$ cat config.mk
export PLATFORM = sky130hd
export DESIGN_NAME = sram_fifo_1r1w
export DESIGN_NICKNAME = d
export VERILOG_FILES = /design/src/rtl/sram_fifo_pkg.sv /design/src/rtl/sram_fifo_outq.sv /design/src/rtl/sram_fifo_1r1w.sv
export SDC_FILE = /design/constraint.sdc
export NUM_CORES = 1
export LEC_CHECK = 0
export BUFFER_PORTS_ARGS = -buffer_cell sky130_fd_sc_hd__buf_2
export CAP_MARGIN = 20
export CORE_MARGIN = 2
export CORE_UTILIZATION = 40
export CTS_CLUSTER_DIAMETER = 60
export DETAILED_ROUTE_END_ITERATION = 6
export HOLD_SLACK_MARGIN = 0.05
export PLACE_DENSITY = 0.76
export SKIP_CTS_REPAIR_TIMING = 1
export SLEW_MARGIN = 20
export SYNTH_ARGS = -nofsm -noshare
export SYNTH_HDL_FRONTEND = slang
export SYNTH_SLANG_ARGS = --single-unit
$ cat constraint.sdc
create_clock -name clock -period 5.5 [get_ports clock]
set_input_delay 0.275 -clock clock [delete_from_list [all_inputs] [get_ports clock]]
set_output_delay 0.275 -clock clock [all_outputs]
set_load 0.1 [all_outputs]
$ cat src/rtl/sram_fifo_pkg.sv
// sram_fifo_pkg: shared helpers for the SRAM-backed ready/valid FIFO.
//   addr_w   : SRAM address width for a given entry count
//   mcnt_w   : width of a counter that spans 0..depth
//   count_w  : width of the total-occupancy output (0..depth+2)
//   ptr_next : pointer increment with explicit wrap at depth-1, so that
//              depths that are not a power of two work
package sram_fifo_pkg;

  // Number of entries in the output queue that hides the SRAM read latency.
  localparam int OQ_DEPTH = 2;

  function automatic int addr_w(input int depth);
    return (depth < 2) ? 1 : $clog2(depth);
  endfunction

  function automatic int mcnt_w(input int depth);
    return $clog2(depth + 1);
  endfunction

  function automatic int count_w(input int depth);
    return $clog2(depth + OQ_DEPTH + 1);
  endfunction

  function automatic int unsigned ptr_next(input int unsigned ptr, input int unsigned depth);
    return (ptr == depth - 1) ? 32'd0 : ptr + 32'd1;
  endfunction

endpackage

$ cat src/rtl/sram_fifo_outq.sv
// sram_fifo_outq: 2-entry register queue in front of the consumer.
// Ports:
//   clock, reset : clock and synchronous active-high reset
//   push, data   : write one entry (caller guarantees there is room,
//                  counting a same-cycle pop)
//   pop          : remove the head entry (only while cnt != 0)
//   head         : registered head entry
//   cnt          : number of valid entries, 0..2
// Slot contents are not reset; only cnt is, and cnt qualifies them.
module sram_fifo_outq #(
  parameter int WIDTH = 64
) (
  input  logic             clock,
  input  logic             reset,
  input  logic             push,
  input  logic             pop,
  input  logic [WIDTH-1:0] data,
  output logic [WIDTH-1:0] head,
  output logic [1:0]       cnt
);

  logic [WIDTH-1:0] slot0;
  logic [WIDTH-1:0] slot1;

  assign head = slot0;

  always_ff @(posedge clock) begin
    if (reset) begin
      cnt <= 2'd0;
    end else begin
      cnt <= cnt + 2'(push) - 2'(pop);
    end
  end

  // slot0 is always the head; slot1 holds the second entry when cnt == 2.
  always_ff @(posedge clock) begin
    case ({push, pop})
      2'b10: begin
        if (cnt == 2'd0) slot0 <= data;
        else             slot1 <= data;
      end
      2'b01: slot0 <= slot1;
      2'b11: begin
        if (cnt == 2'd2) begin
          slot0 <= slot1;
          slot1 <= data;
        end else begin
          slot0 <= data;
        end
      end
      default: ;
    endcase
  end

endmodule

$ cat src/rtl/sram_fifo_1r1w.sv
// sram_fifo_1r1w: ready/valid FIFO whose bulk storage is an external
// 1R1W SRAM with one-cycle read latency. A 2-entry output queue hides the
// read latency so the dequeue side sustains one beat per cycle. Total
// capacity is DEPTH + 2 entries.
//
// Handshake: a transfer fires on a rising clock edge where valid and ready
// are both high; valid must not depend on ready, data is held with valid
// until the transfer fires, and ready may be asserted without valid.
//
// Ports:
//   clock, reset              : sole clock, synchronous active-high reset
//   enq_valid/enq_ready/enq_bits : producer side
//   deq_valid/deq_ready/deq_bits : consumer side (valid and bits registered)
//   mem_W0_en/addr/data       : SRAM write port
//   mem_R0_en/addr            : SRAM read request
//   mem_R0_data               : SRAM read data, valid the cycle after R0_en
//   count                     : entries held (SRAM + in-flight read + queue)
//
// Optional build macro SRAM_FIFO_FLOW_EN: when the SRAM is empty and no read
// is in flight, an enqueue bypasses the SRAM straight into the output queue
// (one-cycle latency). Without it every entry passes through the SRAM.
module sram_fifo_1r1w
  import sram_fifo_pkg::*;
#(
  parameter int  DEPTH = 48,
  parameter int  WIDTH = 64,
  localparam int AW    = addr_w(DEPTH),
  localparam int CW    = count_w(DEPTH)
) (
  input  logic             clock,
  input  logic             reset,
  input  logic             enq_valid,
  output logic             enq_ready,
  input  logic [WIDTH-1:0] enq_bits,
  output logic             deq_valid,
  input  logic             deq_ready,
  output logic [WIDTH-1:0] deq_bits,
  output logic             mem_W0_en,
  output logic [AW-1:0]    mem_W0_addr,
  output logic [WIDTH-1:0] mem_W0_data,
  output logic             mem_R0_en,
  output logic [AW-1:0]    mem_R0_addr,
  input  logic [WIDTH-1:0] mem_R0_data,
  output logic [CW-1:0]    count
);

  localparam int MW = mcnt_w(DEPTH);

  logic [AW-1:0]    wptr;
  logic [AW-1:0]    rptr;
  logic [MW-1:0]    mcnt;
  logic             inflight;
  logic [1:0]       oq_cnt;
  logic             oq_push;
  logic [WIDTH-1:0] oq_data;
  logic [2:0]       oq_load;
  logic             enq_fire;
  logic             deq_fire;
  logic             rd_issue;
  logic             wr_sram;
  logic             bypass;

  assign enq_ready = (mcnt != MW'(DEPTH));
  assign enq_fire  = enq_valid && enq_ready;
  assign deq_valid = (oq_cnt != 2'd0);
  assign deq_fire  = deq_valid && deq_ready;

  // Queue occupancy at the end of this cycle, counting the read now in
  // flight; a new read may only be issued if its data will have a slot.
  assign oq_load  = 3'(oq_cnt) + 3'(inflight) - 3'(deq_fire);
  assign rd_issue = (mcnt != '0) && (oq_load < 3'd2);

`ifdef SRAM_FIFO_FLOW_EN
  // Safe for ordering: nothing older sits in the SRAM or in flight.
  assign bypass = enq_fire && (mcnt == '0) && !inflight &&
                  ((oq_cnt != 2'd2) || deq_fire);
`else
  assign bypass = 1'b0;
`endif

  assign wr_sram = enq_fire && !bypass;

  // bypass requires !inflight, so the two push sources never coincide.
  assign oq_push = inflight || bypass;
  assign oq_data = inflight ? mem_R0_data : enq_bits;

  assign mem_W0_en   = wr_sram;
  assign mem_W0_addr = wptr;
  assign mem_W0_data = enq_bits;
  assign mem_R0_en   = rd_issue;
  assign mem_R0_addr = rptr;

  assign count = CW'(mcnt) + CW'(inflight) + CW'(oq_cnt);

  // Reset drops inflight, so read data returning after reset is ignored.
  always_ff @(posedge clock) begin
    if (reset) begin
      wptr     <= '0;
      rptr     <= '0;
      mcnt     <= '0;
      inflight <= 1'b0;
    end else begin
      if (wr_sram)  wptr <= AW'(ptr_next(32'(wptr), 32'(DEPTH)));
      if (rd_issue) rptr <= AW'(ptr_next(32'(rptr), 32'(DEPTH)));
      mcnt     <= mcnt + MW'(wr_sram) - MW'(rd_issue);
      inflight <= rd_issue;
    end
  end

  sram_fifo_outq #(
    .WIDTH(WIDTH)
  ) u_outq (
    .clock (clock),
    .reset (reset),
    .push  (oq_push),
    .pop   (deq_fire),
    .data  (oq_data),
    .head  (deq_bits),
    .cnt   (oq_cnt)
  );

endmodule

Word level (Yosys, flattened, before mapping)
Index checks and enable logic that the tools add are counted.
{ "word_totals": {"reg_bits": 149, "inputBits": 132, "output_inout_bits": 150, "elab_cells": 47} }
{ "op_classes": {"n_addsub": 10, "n_lt_le_gt_ge": 1, "eq_ne": 10, "n_mux": 9, "reduce_logical": 10} }
{ "op_table": {"columns": ["operator", "count"], "rows": [
  ["64-bit 2-to-1 mux", 5],
  ["64-bit one-hot mux with 3 select lines", 1],
  ["64-bit one-hot mux with 2 select lines", 1],
  ["6-bit by 1-bit adder with 6-bit output", 2],
  ["6-bit by 1-bit adder with 6-bit output, second input constant", 2],
  ["6-bit equality test, second input constant", 2],
  ["6-bit 2-to-1 mux", 2],
  ["6-bit by 2-bit adder with 6-bit output", 1],
  ["2-bit equality test, second input constant", 3],
  ["6-bit inequality test, second input constant", 1],
  ["6-bit nonzero test", 1],
  ["6-bit by 1-bit subtractor with 6-bit output", 1],
  ["2-bit by 1-bit inequality test with 1-bit output, second input constant", 2],
  ["2-bit nonzero test", 2],
  ["2-bit by 1-bit adder with 3-bit output", 1],
  ["1-bit logical AND", 3],
  ["3-bit by 2-bit < comparator with 1-bit output, second input constant", 1],
  ["3-bit AND reduction", 1],
  ["3-bit nonzero test", 1],
  ["3-bit by 1-bit subtractor with 3-bit output", 1],
  ["2-bit by 1-bit adder with 2-bit output", 1],
  ["2-bit by 1-bit equality test with 1-bit output, second input constant", 1],
  ["2-bit logical NOT", 1],
  ["2-bit inequality test, second input constant", 1],
  ["2 further kinds", 2]
]} }

Logic depth before layout (Yosys ltp)
{ "logic_depth": {"ltp_word": 6, "ltp_mapped": 18, "mapped_depth_nobuf": 17} }

Modules after synthesis
From an unflattened synthesis, not the netlist that was laid out.
{ "hier_totals": {"hier_cells": 492, "area_unflattened_um2": 7287.0} }
{ "modules_own_cells": {"columns": ["mod", "n_inst", "cells_each", "area_per_inst_um2", "seq_area_each_um2"], "rows": [
  ["sram_fifo_outq", 1, 215, 4779.6, 3883.7],
  ["sram_fifo_1r1w", 1, 277, 2507.4, 380.4]
]} }

Worst setup path after synthesis
No wires, ideal clock.
{ "synth_path": {"kind": "register -> register", "startpoint": "reg u_outq.cnt[1]", "endpoint": "reg u_outq.slot0[0] (netlist: u_outq.head[0]) (enable)", "setup_ns": 0.575, "arrival_ns": 5.526, "required_time_ns": 4.925, "setup_slack_ns": -0.602, "stages_incl_launch_ff": 3, "path_buffers": 0, "period_less_slack_ns": 6.102, "cell_sequence": "dfxtp_1 > or2_2 > o21ai_0"} }
{ "synth_between": {"elab_chain_cells": 5, "elab_cells_between_ends": 9, "cone_classes": "eq/ne: 4; reduce/logical: 5"} }
{ "synth_rtl": {"columns": ["element", "line", "text"], "rows": [
  ["start, declared", "sram_fifo_outq.sv:19", "output logic [1:0] cnt"],
  ["start signal, assigned", "sram_fifo_outq.sv:31", "cnt <= cnt + 2'(push) - 2'(pop);"],
  ["2-bit nonzero test (*)", "sram_fifo_1r1w.sv:65", "assign deq_valid = (oq_cnt != 2'd0);"],
  ["net deq_valid", "sram_fifo_1r1w.sv:35", "output logic deq_valid,"],
  ["1-bit logical AND (*)", "sram_fifo_1r1w.sv:66", "assign deq_fire = deq_valid && deq_ready;"],
  ["2-bit equality test or 2-bit by 1-bit equality test with 1-bit output (tied branches)", "sram_fifo_outq.sv:37", "case ({push, pop})"],
  ["2-bit by 1-bit inequality test with 1-bit output (no line) or 3-bit nonzero test (tied branches)", null, null],
  ["2-bit AND reduction (no line) (*)", null, null],
  ["end signal, assigned", "sram_fifo_outq.sv:39", "if (cnt == 2'd0) slot0 <= data;"],
  ["end signal, assigned", "sram_fifo_outq.sv:42", "2'b01: slot0 <= slot1;"],
  ["end signal, assigned", "sram_fifo_outq.sv:45", "slot0 <= slot1;"],
  ["end, declared", "sram_fifo_outq.sv:22", "logic [WIDTH-1:0] slot0;"]
]} }
The timed path passes the listed nets; every way through them passes the cells marked *.
A chain may end at the register's enable or synchronous reset.

Worst setup path after layout
{ "layout_path": {"startpoint": "reg u_outq.cnt[1]", "endpoint": "reg mcnt[4]"} }
{ "layout_between": {"elab_chain_cells": 6, "elab_cells_between_ends": 7, "cone_classes": "add/sub: 3; order compare: 1; reduce/logical: 3"} }
{ "layout_rtl": {"columns": ["element", "line", "text"], "rows": [
  ["branches (longest 2 deep; another with 2-bit by 1-bit adder with 3-bit output)", null, null],
  ["3-bit by 1-bit subtractor with 3-bit output (*)", "sram_fifo_1r1w.sv:70", "assign oq_load = 3'(oq_cnt) + 3'(inflight) - 3'(deq_fire);"],
  ["3-bit by 2-bit < comparator with 1-bit output (*)", "sram_fifo_1r1w.sv:71", "assign rd_issue = (mcnt != '0) && (oq_load < 3'd2);"],
  ["1-bit logical AND (*)", "sram_fifo_1r1w.sv:71", null],
  ["6-bit by 1-bit subtractor with 6-bit output (*)", "sram_fifo_1r1w.sv:105", "mcnt <= mcnt + MW'(wr_sram) - MW'(rd_issue);"],
  ["end signal, assigned", "sram_fifo_1r1w.sv:105", null],
  ["end, declared", "sram_fifo_1r1w.sv:51", "logic [MW-1:0] mcnt;"]
]} }
Mark *: on every way between the ends.

==> reports/metrics.csv <==
metric,value,unit
nets,862,
numCtsBuffers,17,
path_class,flop to flop,
synthesis.nets,636,
die_y,139,um
start_kind,flop,
cts_root_buffer,clkbuf_16,
cp.depth,17,
grt_overflow,0,
synthFlopType,edfxtp_1,
ff2ff_path_depth,17,
die_area,0.0192,mm^2
grt_max_degree,67,
path_cells,nor2b_2 > and2_1 > a21o_1 > ha_1 > inv_1 > fa_1 > xnor2_1 > nand3_1 > inv_1 > ha_1 > inv_1 > ha_1 > fa_1 > a21oi_1 > o21bai_1 > xnor2_1 > nor2_1,
status,"complete, no violations",
synth-async-reset-ratio,0,%
numPortBuffers,281,
grt_usage,14.8,%
cts.sinks,149,
clk_path_buf_depth,2,
place_inst,920,
clk_pin_slew,0.06,ns
drv_cap,0,
slowest_delay,0.47,ns
hp-class,input pin to flop,
dpl.hpwl,10300,um
setup-tns-final,0,ns
crit_arrival,3.96,ns
end_kind,flop,
maxSlewViolCount,0,
cp.required,5.79,ns
grt_pass1_wl,22700,um
final-hold-violation-count,0,
cpMaxStageDelayCell,dfxtp_1,
route.detailed.drc,0,
grt_antenna_before_repair,0,
rows,49,
detail-route-antenna-nets,0,
synth_seq_area_share,58.8,%
start_util,40.5,%
core,0.0179,mm^2
wl,14400,um
min_period_over_period,66.8,%
placed_cell_area,0.00838,mm^2
syn_area,0.00725,mm^2
ys_seq_elements,149,
drive_gt1_share,63.0,%
worst_pin_slew,1.04,ns
die_w,139,um
fin_area,0.00896,mm^2
synth_edf_count,128,
synth_cell_type_count,41,
stdcell_count,953,
finalCriticalPeriod,3.67,ns
areaGrowthSynthToFinish,23.5,%
skew,0.00842,ns
cts-htree-levels,4,
rsz0062_at_grt,no,
fin_util,50.1,%
crit_end,mcnt[4]$_SDFF_PP0_,
reg2reg_to,mcnt[4]$_SDFF_PP0_,
slew_headroom,30.1,%
first_pass_iters,5,
syn_avg_cell_area,15.0,um^2
gp_congestion,0.726,
wl_per_cell,15.1,um
ys_warn_count,0,
critPathTopFamily,adder cells,
rrSetupSlack,1.83,ns
antenna_cells,0,
via_per_inst,4.69,
clkLatencyLatePin,0.41,ns
crit_start,u_outq.cnt[1]$_SDFF_PP0_,
r2r_start,u_outq.cnt[1]$_SDFF_PP0_,
drtIter0Drc,138,
path_buf_inv,3,
fmax,272,MHz
postSynthCellCount,485,
io_pins,282,
setup_violations,0,
grt_pass1_vias,4395,
vias,4474,
cts_tree,yes,
cp_max_fo,11,
==> per-layer routing <==
metal  track usage [%]  share of wire, %
met4              3.35              0.77
met2              26.0                51
met5                 0                 0
met1              18.1                42
met3              4.35               6.3
==> logic make-up (layout without fill, tap and decap cells) <==
| kind of cell | Yosys count | after routing | synth area share [%] |
|---|---|---|---|
| AOI/OAI and AO/OA | 26 | 26 | 2.26 |
| xor gates and xnor gates | 13 | 13 | 1.57 |
| adders and majority gates | 19 | 19 | 3.69 |
| buffers and inverters | 98 | 337 | 9.80 |
| muxes | 129 | 129 | 20.0 |
| DFF | 149 | 149 | 58.8 |
| and+or+nand+nor | 51 | 51 | 3.90 |
==> stage by stage <==
stage	hold slack [ns]	worst slack [ns]
finish	0.164	1.83
global route	0.163	1.52
CTS	0.146	1.77
detailed placement	0.495	1.77
global placement	0.495	1.95
floorplan	0.435	1.14
==> worst min-delay path, stage by stage <==
cell and delay [ns]:
buf_2 0.13, nand3_1 0.08, a21oi_1 0.05
==> cell type report <==
| class | instances | area [um^2] |
|---|---|---|
| clock inverters | 15 | 144 |
| clock buffers | 17 | 425 |
| multi-input cells | 238 | 2300 |
| flip-flops and latches | 149 | 4270 |
| fillers | 1571 | 8940 |
| repair buffers | 287 | 1470 |
| well taps | 229 | 287 |
| inverters | 18 | 67.6 |
==> sequential cells by signal, summed over array words and instances, names as in the netlist <==
| signal | flops |
|---|---|
| u_outq.slot1 | 64 |
| u_outq.cnt | 2 |
| inflight | 1 |
| u_outq.head | 64 |
| mem_W0_addr | 6 |
| mcnt | 6 |
| mem_R0_addr | 6 |
==> placed cells by master (no fill, tap or decap), drive strengths merged, types with 2 or more instances in the layout <==
master	count
fa	4
nor2b	5
xor2	4
xnor2	9
a21o	3
buf	287
mux2	128
nor4	2
clkinv	3
nor2	14
or4	2
edfxtp	128
clkbuf	17
nand3	6
clkinvlp	5
inv	24
nand2	7
nor3	2
a21oi	10
dfxtp	21
ha	15
o21ai	8
nand4	4
==> cells in the mapped netlist (all sizes together), types with 2 or more instances <==
cell / n / share of area, %
buf: 79 / 8.8
xor2: 4 / 0.48
nand4: 4 / 0.34
a21o: 3 / 0.31
a21oi: 10 / 0.69
or4: 2 / 0.21
o21ai: 8 / 0.71
nor4: 2 / 0.17
nor3: 2 / 0.14
mux2: 128 / 20
edfxtp: 128 / 53
ha: 15 / 2.6
nand3: 6 / 0.41
inv: 18 / 0.93
xnor2: 9 / 1.1
nand2: 7 / 0.36
nor2b: 5 / 0.47
fa: 4 / 1.1
nor2: 14 / 0.76
dfxtp: 21 / 5.8
==> worst min-delay path by stage <==
stage / start / end / depth (start not counted) / slack, ns
2_1_floorplan: enq_valid / mem_W0_addr[1]$_SDFFE_PP0P_ / 2 / 0.43
3_3_place_gp: mem_W0_addr[1]$_SDFFE_PP0P_ / mem_W0_addr[1]$_SDFFE_PP0P_ / 2 / 0.50
3_5_place_dp: mem_W0_addr[1]$_SDFFE_PP0P_ / mem_W0_addr[1]$_SDFFE_PP0P_ / 2 / 0.50
4_1_cts: enq_valid / mem_W0_addr[1]$_SDFFE_PP0P_ / 3 / 0.15
5_1_grt: enq_valid / mem_W0_addr[1]$_SDFFE_PP0P_ / 3 / 0.16
6_report: enq_valid / mem_W0_addr[1]$_SDFFE_PP0P_ / 3 / 0.16
Power is not shown: default switching activity piles up to over one toggle a cycle in this logic, so the estimate is an artifact.
